--- src/rtl/ofs_plat_prim_uid_retire.sv ---
// UID retire: keeps per-UID request metadata, forwards tagged response
// beats with it, and frees the UID to the allocator on the last beat.
module ofs_plat_prim_uid_retire #(
  parameter int N_ENTRIES   = 32,
  parameter int N_RESERVED  = 0,
  parameter int N_META_BITS = 16,
  parameter int N_DATA_BITS = 64,
  localparam int UW = $clog2(N_ENTRIES),
  localparam int CW = $clog2(N_ENTRIES + 1)
) (
  input  logic                   clk,
  input  logic                   reset_n,

  input  logic                   req_en,
  input  logic [UW-1:0]          req_uid,
  input  logic [N_META_BITS-1:0] req_meta,

  input  logic                   rsp_valid,
  output logic                   rsp_ready,
  input  logic [UW-1:0]          rsp_uid,
  input  logic                   rsp_last,
  input  logic [N_DATA_BITS-1:0] rsp_data,

  output logic                   out_valid,
  input  logic                   out_ready,
  output logic [UW-1:0]          out_uid,
  output logic [N_META_BITS-1:0] out_meta,
  output logic [N_DATA_BITS-1:0] out_data,
  output logic                   out_last,

  output logic                   free,
  output logic [UW-1:0]          free_uid,
  output logic [CW-1:0]          num_outstanding,
  output logic                   err_alloc,
  output logic                   err_rsp
);

  logic [N_ENTRIES-1:0]   busy;
  logic [N_ENTRIES-1:0]   busy_nxt;
  logic [N_ENTRIES-1:0]   uid_ok;
  logic [N_META_BITS-1:0] meta_mem [N_ENTRIES];

  logic rsp_fire;
  logic rsp_legal;
  logic retire;
  logic req_ok;
  logic req_bad;

  for (genvar i = 0; i < N_ENTRIES; i++) begin : g_ok
    assign uid_ok[i] = (i >= N_RESERVED);
  end

  assign rsp_ready = !out_valid || out_ready;
  assign rsp_fire  = rsp_valid && rsp_ready;
  assign rsp_legal = busy[rsp_uid] && uid_ok[rsp_uid];
  assign retire    = rsp_fire && rsp_legal && rsp_last;

  assign req_ok  = req_en && !busy[req_uid] && uid_ok[req_uid];
  assign req_bad = req_en && !req_ok;

  // A legal request and a retire never target the same UID.
  always_comb begin
    busy_nxt = busy;
    if (retire) busy_nxt[rsp_uid] = 1'b0;
    if (req_ok) busy_nxt[req_uid] = 1'b1;
  end

  always_ff @(posedge clk) begin
    if (!reset_n) begin
      busy            <= '0;
      out_valid       <= 1'b0;
      free            <= 1'b0;
      num_outstanding <= '0;
      err_alloc       <= 1'b0;
      err_rsp         <= 1'b0;
    end else begin
      busy <= busy_nxt;
      if (rsp_ready) out_valid <= rsp_valid;
      free <= retire;
      if (req_ok && !retire)
        num_outstanding <= num_outstanding + CW'(1);
      else if (retire && !req_ok)
        num_outstanding <= num_outstanding - CW'(1);
      if (req_bad) err_alloc <= 1'b1;
      if (rsp_fire && !rsp_legal) err_rsp <= 1'b1;
    end
  end

  always_ff @(posedge clk) begin
    if (rsp_fire) begin
      out_uid  <= rsp_uid;
      out_meta <= rsp_legal ? meta_mem[rsp_uid] : '0;
      out_data <= rsp_data;
      out_last <= rsp_last;
    end
    free_uid <= rsp_uid;
    if (req_ok) meta_mem[req_uid] <= req_meta;
  end

endmodule

--- config.mk ---
export PLATFORM = sky130hd
export DESIGN_NAME = ofs_plat_prim_uid_retire
export DESIGN_NICKNAME = d
export VERILOG_FILES = /design/src/rtl/ofs_plat_prim_uid_retire.sv
export SDC_FILE = /design/constraint.sdc
export NUM_CORES = 1
export LEC_CHECK = 0
export BUFFER_PORTS_ARGS = -buffer_cell sky130_fd_sc_hd__buf_2
export CORE_MARGIN = 2
export CORE_UTILIZATION = 30
export CTS_CLUSTER_DIAMETER = 80
export DETAILED_ROUTE_END_ITERATION = 10
export PLACE_DENSITY = 0.54
export SLEW_MARGIN = 40
export SYNTH_ARGS = -nofsm -noshare
export SYNTH_HDL_FRONTEND = slang
export SYNTH_SLANG_ARGS = --single-unit
--- constraint.sdc ---
create_clock -name clk -period 7.65 [get_ports clk]
set_input_delay 1.53 -clock clk [delete_from_list [all_inputs] [get_ports clk]]
set_output_delay 1.53 -clock clk [all_outputs]
set_load 0.01 [all_outputs]
Word level (Yosys, flattened, before mapping)
Memories as Yosys holds them, arrays and structs flattened. A register that Yosys moved wholly into a read port is not among the register bits.
Cells that the tools add are included.
W data, S select, Z words.

operators by class
  add/subtract/negate cells = 2
  order comparisons = 4
  multiplexer cells = 16
  bitwise logic cells = 3
  reductions and logical operators = 20

operators by type and width
  kind                   number
  $mux W32               2
  $and A32 B32 Y32       1
  $not A32 Y32           1
  $or A32 B32 Y32        1
  $logic_and A1 B1 Y1    12
  $lt A5 B6 Y1 const B   2
  $mux W6                2
  $bmux W1 S5            2
  $demux W1 S5           2
  $ge A5 B1 Y1 const B   2
  $mux W1                8
  $add A6 B1 Y6 const B  1
  $logic_not A1 Y1       6
  $sub A6 B1 Y6 const B  1
  $reduce_bool A2 Y1     1
  $logic_or A1 B1 Y1     1

word-level totals
  register bits = 117
  bits in writable memories = 512
  bits in read-only memories = 64
  bits of input ports = 96
  output and inout port bits = 102
  word-level logic and storage cells = 58
  memories = 3

memories
  name             words  bits a word  read ports  clocked after memory_dff  write ports  line  RTL
  meta_mem         32     16           1           1                         1            41    logic [N_META_BITS-1:0] meta_mem [N_ENTRIES];
  (no name shown)  32     1            1           0                         0            58    assign req_ok = req_en && !busy[req_uid] && uid_ok[req_uid];
  (no name shown)  32     1            1           0                         0            55    assign rsp_legal = busy[rsp_uid] && uid_ok[rsp_uid];

Longest topological paths before layout
  depth after elaboration = 9
  depth in mapped cells = 16
  depth with buffers taken out = 14

Least setup slack after synthesis
No wires, ideal clock.

  kind = input-to-reg
  start = in out_ready
  end = reg num_outstanding[5]
  setup time = 0.082 ns
  arrival = 6.280 ns
  data required time = 7.568 ns
  setup slack = 1.288 ns
  stages on the path = 13
  path buffers = 1
  cell sequence = nand2b_1 and2_1 clkbuf_1 nand3b_1 ha_1 inv_1 ha_1 a21oi_1 nand2_1 a21o_1 a21o_1 nand4b_1 o2111ai_1

on the way
  word-level cells in the longest chain between the ends = 7
  elaborated cells on any way between the ends = 9
  classes of those cells = mux (1); reduce/logical (8)

ends and longest elaborated chain
  what                                           line  RTL
  start, declared                                25    input logic out_ready,
  $logic_or A1 B1 Y1 (*)                         53    assign rsp_ready = !out_valid || out_ready;
  $logic_and A1 B1 Y1 (*)                        54    assign rsp_fire = rsp_valid && rsp_ready;
  named net rsp_fire                             43    logic rsp_fire;
  $logic_and A1 B1 Y1 (*) (2 in a row)           56    assign retire = rsp_fire && rsp_legal && rsp_last;
  $logic_not A1 Y1                               80    if (req_ok && !retire)
  $logic_and A1 B1 Y1                            80
  $mux W6 or $reduce_bool A2 Y1 (tied branches)  n/a
  end signal, assigned                           81    num_outstanding <= num_outstanding + CW'(1);
  end signal, assigned                           83    num_outstanding <= num_outstanding - CW'(1);
  end, declared                                  33    output logic [CW-1:0] num_outstanding,

Mark *: on every way through the listed nets, which the timed path passes. The rest lies on a longest branch.
A chain may end at the register's enable or synchronous reset.

Final worst setup path
  start = in rsp_uid[1]
  end = reg num_outstanding[5]

on the way
  word-level cells in the longest chain between the ends = 8
  elaborated cells on any way between the ends = 12
  classes of those cells = mux (4); reduce/logical (7); memory (1)

ends and longest elaborated chain
  what                                           line  RTL
  start, declared                                20    input logic [UW-1:0] rsp_uid,
  $mem_v2 Z32 W1 or $bmux W1 S5 (tied branches)  n/a
  $mux W1 (not written as such)                  55
  $logic_and A1 B1 Y1 (*)                        55
  $logic_and A1 B1 Y1 (*) (2 in a row)           56
  $logic_not A1 Y1                               80
  $logic_and A1 B1 Y1                            80
  $mux W6 or $reduce_bool A2 Y1 (tied branches)  n/a

Every way passes the cells marked *; elsewhere a longest branch is shown, timed or not. The select of a mux whose other input is x is not followed.

==> impl_metrics.yaml <==
sta:
  slew-limit-headroom: 0.4091
  post-route-period-util: 0.5657
  worstMarginPinSlew_ns: 0.8864
  final_number_of_setup_violating_endpoints: 0
  final_period_minus_worst_setup_slack_ns: 4.328
  final.setup.tns_ns: 0
  report.final.hold_viol_count: 0
  unrepaired_setup_endpoints_after_global_routing: "false"
  slew_violations: 0
  fmax_ghz: 0.2311
  finClkSkew_ns: 0.02959
drt:
  vias_per_cell: 5.109
  final_antenna_net_count: 0
  routed_wire_length_mm: 66.27
  detailroute.via_count: 12850
  routedWlPerCell_um: 26.34
  firstDrtPassIters: 5
  remaining_drc_errors: 0
  drt_first_iter_violations: 1069
setup_path:
  end_kind: "flip-flop"
  worstSetupStartpointType: "input pin"
  crit-reg2reg-capture: "num_outstanding[5]$_SDFFE_PN0P_"
  critical_path_depth: 15
  critical_path.top_delay_family: "compound AO/OA/AOI/OAI gates"
  critical_path_arrival_ns: 4.86
  cp-startpoint: "rsp_uid[1]"
  r2r_cells: 13
  worst-setup-path-type: "in2reg"
  crit_chain: "buf_6 -> mux2i_1 -> o22ai_1 -> o31ai_1 -> and4_2 -> nand3b_1 -> ha_1 -> inv_1 -> ha_1 -> a21oi_1 -> nand2_1 -> a21o_1 -> a21o_1 -> nand4b_1 -> o2111ai_1"
  worstPathMaxFanout: 61
  timing.reg2reg.setup_slack_ns: 4.35
  timing.critical_path.slowest_stage_cell: "sky130_fd_sc_hd__buf_6"
  cp_data_required_time_ns: 8.18
  worst_path_largest_cell_delay_ns: 0.50
  path_buf_inv: 2
  worst_setup_path_endpoint: "num_outstanding[5]$_SDFFE_PN0P_"
  r2r_start: "busy[26]$_SDFF_PN0_"
finish:
  core_utilization_of_the_finished_layout: 0.3634
  nNetsFinal: 1505
  antenna_cells: 0
  drive_above_1_share: 0.3482
  finalInstanceArea_um2: 29270
  flow.area_growth_from_synthesis_pct: 19.79
  non_filler_instances: 2516
power:
  comb_power_share: 0.061
  seqPwrFrac: 0.506
  powerDensity_nw_per_um2: 267.4
  static-leakage-power_nw: 9.483
  internal_power_mw: 6.088
  total_power_mw: 7.827
  switching_share: 0.2221
  max-vdd-ir-drop_mv: 0.1434
  pwr-share-clk: 0.433
  switchingPower_mw: 1.739
place:
  hpwl_mm: 40.81
  dp.cells: 2385
  placedInstanceArea_um2: 26890
  port_buffers: 197
  place_congestion: 0.8028
global_route:
  grt_first_pass_wirelength_mm: 92.89
  grt_antenna_before_repair: 3
  first_global_vias: 12970
  grt_start_max_net_pins: 68
  track_usage: 0.1563
  grt-ovfl-total: 0
die:
  num_rows: 104
  core_um2: 80550
  floorplan.initialDensity: 0.3034
  io_pins: 198
  dieHeight_um: 289.4
  dieWidth_um: 289.4
  dieArea_um2: 83750
clock_network:
  holdBufCountCts: 0
  clock_tree_buf_depth: 3
  clkTransAtPathRegs_ns: 0.05
  cts_repair_resize_count: 0
  clk_latency_ns: 0.62
  cts-buffers-inserted: 73
  h-tree-depth: 3
  cts.repair_timing.setup_buffer_count: 0
  cts_tree: "yes"
  clock_sink_count: 645
  cts_root_buf: "sky130_fd_sc_hd__clkbuf_16"
synth:
  yosys.cell_types.count: 43
  synth_top_flop_cell: "sky130_fd_sc_hd__edfxtp_1"
  synth_area_um2: 24440
  asyncSetResetFlopFracSynth: 0
  synth-warning-count: 0
  syn-num-nets: 1274
  synth_seq_cells: 645
  synth_sequential_area_ratio: 0.7734
  synth_edf_count: 598
  avgSynthCellArea_um2: 20.87
  number_of_standard_cells_after_synthesis: 1171
job:
  cap_viol_max_count: 0
min_path:
  hold_class: "reg2reg"
  hold_wc_startpoint: "err_alloc$_SDFFE_PN0P_"
status:
  result_of_the_run: "finished, final reports clean"
[worst min-delay path: stages (launching register included)]
cell	delay, ns
sky130_fd_sc_hd__dfxtp_1	0.33
sky130_fd_sc_hd__a21oi_1	0.04
sky130_fd_sc_hd__nor2_1	0.07
[cells in the mapped netlist (all sizes together) (2+ instances only)]
library cell  count  area share
and3              6      0.0015
nor3              2     0.00041
a31oi            16      0.0041
inv               6     0.00092
ha                6      0.0031
mux4            138        0.13
mux2i            12      0.0049
or3b              6      0.0022
o31ai             2     0.00061
nand3b            9      0.0028
o22ai             4      0.0010
or3               2     0.00051
a221oi           16      0.0057
nand3             7      0.0014
and2              2     0.00051
a22o             16      0.0057
dfxtp            47       0.039
o311ai           32       0.011
edfxtp          598        0.73
nor2             48      0.0074
a22oi            37       0.011
and3b             4      0.0014
nand2            22      0.0034
o21ai            37      0.0076
nor3b             6      0.0018
a21o              3     0.00092
xor2              3      0.0011
buf              21      0.0047
a21oi             8      0.0016
clkbuf           48      0.0074
[power groups by stage]
stage	combinational [mW]	clock [mW]	sequential [mW]
after floorplan	0.220	0	4.05
after global placement	0.472	0	4.03
final	0.476	3.39	3.96
after CTS	0.481	3.47	3.96
after global routing	0.513	3.60	3.97
after detailed placement	0.479	0	4.04
[metrics by stage]
stage	worst slack [ns]	hold WS (ns)
2_1_floorplan	1.288	0.4681
3_3_place_gp	2.522	0.4485
3_5_place_dp	2.592	0.4636
4_1_cts	3.247	0.4797
5_1_grt	3.059	0.5213
6_report	3.322	0.4784
[logic make-up after synthesis]
family | after synthesis | share of synthesized area
flip-flops | 645 | 0.7734
AO/OA/AOI/OAI | 172 | 0.05054
multiplexers | 150 | 0.1332
AND/OR/NAND/NOR | 118 | 0.02458
buffers and inverters | 75 | 0.01301
adder cells (fa/ha/maj) | 7 | 0.003891
XOR/XNOR | 4 | 0.001434
[how the worst min path moves through the flow]
stage                             endpoint  slack, ns  cells past startpoint
global route        err_alloc$_SDFFE_PN0P_       0.52                      2
floorplan              busy[28]$_SDFF_PN0_       0.47                      2
global placement    err_alloc$_SDFFE_PN0P_       0.45                      2
CTS                 err_alloc$_SDFFE_PN0P_       0.48                      2
finish              err_alloc$_SDFFE_PN0P_       0.48                      2
detailed placement  err_alloc$_SDFFE_PN0P_       0.46                      2
[routing by layer]
metal  share of wire  up-vias  track usage
met5         0.00041        -            0
li1                -     5434            -
met2            0.48      520       0.2449
met3           0.079      108      0.04370
met4           0.029        4      0.05631
met1            0.42     6788       0.2082
[flip-flops by register name, indices dropped and copies added (netlist names)]
| register | flops |
|---|---|
| err_alloc | 1 |
| out_data | 64 |
| out_meta | 16 |
| free_uid | 5 |
| out_last | 1 |
| err_rsp | 1 |
| num_outstanding | 6 |
| out_uid | 5 |
| meta_mem | 512 |
| free | 1 |
| out_valid | 1 |
| busy | 32 |
[final cells by class]
class / instances / area, µm²
Timing Repair Buffer: 225 / 1260
Clock inverter: 35 / 332.8
Sequential cell: 645 / 18900
Multi-Input combinational cell: 451 / 5444
Inverter: 6 / 22.52
Clock buffer: 94 / 1988
Tap cell: 1060 / 1326
Fill cell: 7404 / 51280
[cell usage in the layout, fill, tap and decap left out, types with 22 or more instances in the layout]
cell,synthesis,final
sky130_fd_sc_hd__buf_4,1,24
sky130_fd_sc_hd__dfxtp_1,47,47
sky130_fd_sc_hd__nor2_4,0,23
sky130_fd_sc_hd__clkbuf_16,0,75
sky130_fd_sc_hd__buf_2,14,195
sky130_fd_sc_hd__a22oi_1,37,37
sky130_fd_sc_hd__nand2_1,22,22
sky130_fd_sc_hd__mux4_2,131,131
sky130_fd_sc_hd__o311ai_0,32,32
sky130_fd_sc_hd__o21ai_0,35,35
sky130_fd_sc_hd__edfxtp_1,598,598
(Power assumes the default switching activity.)
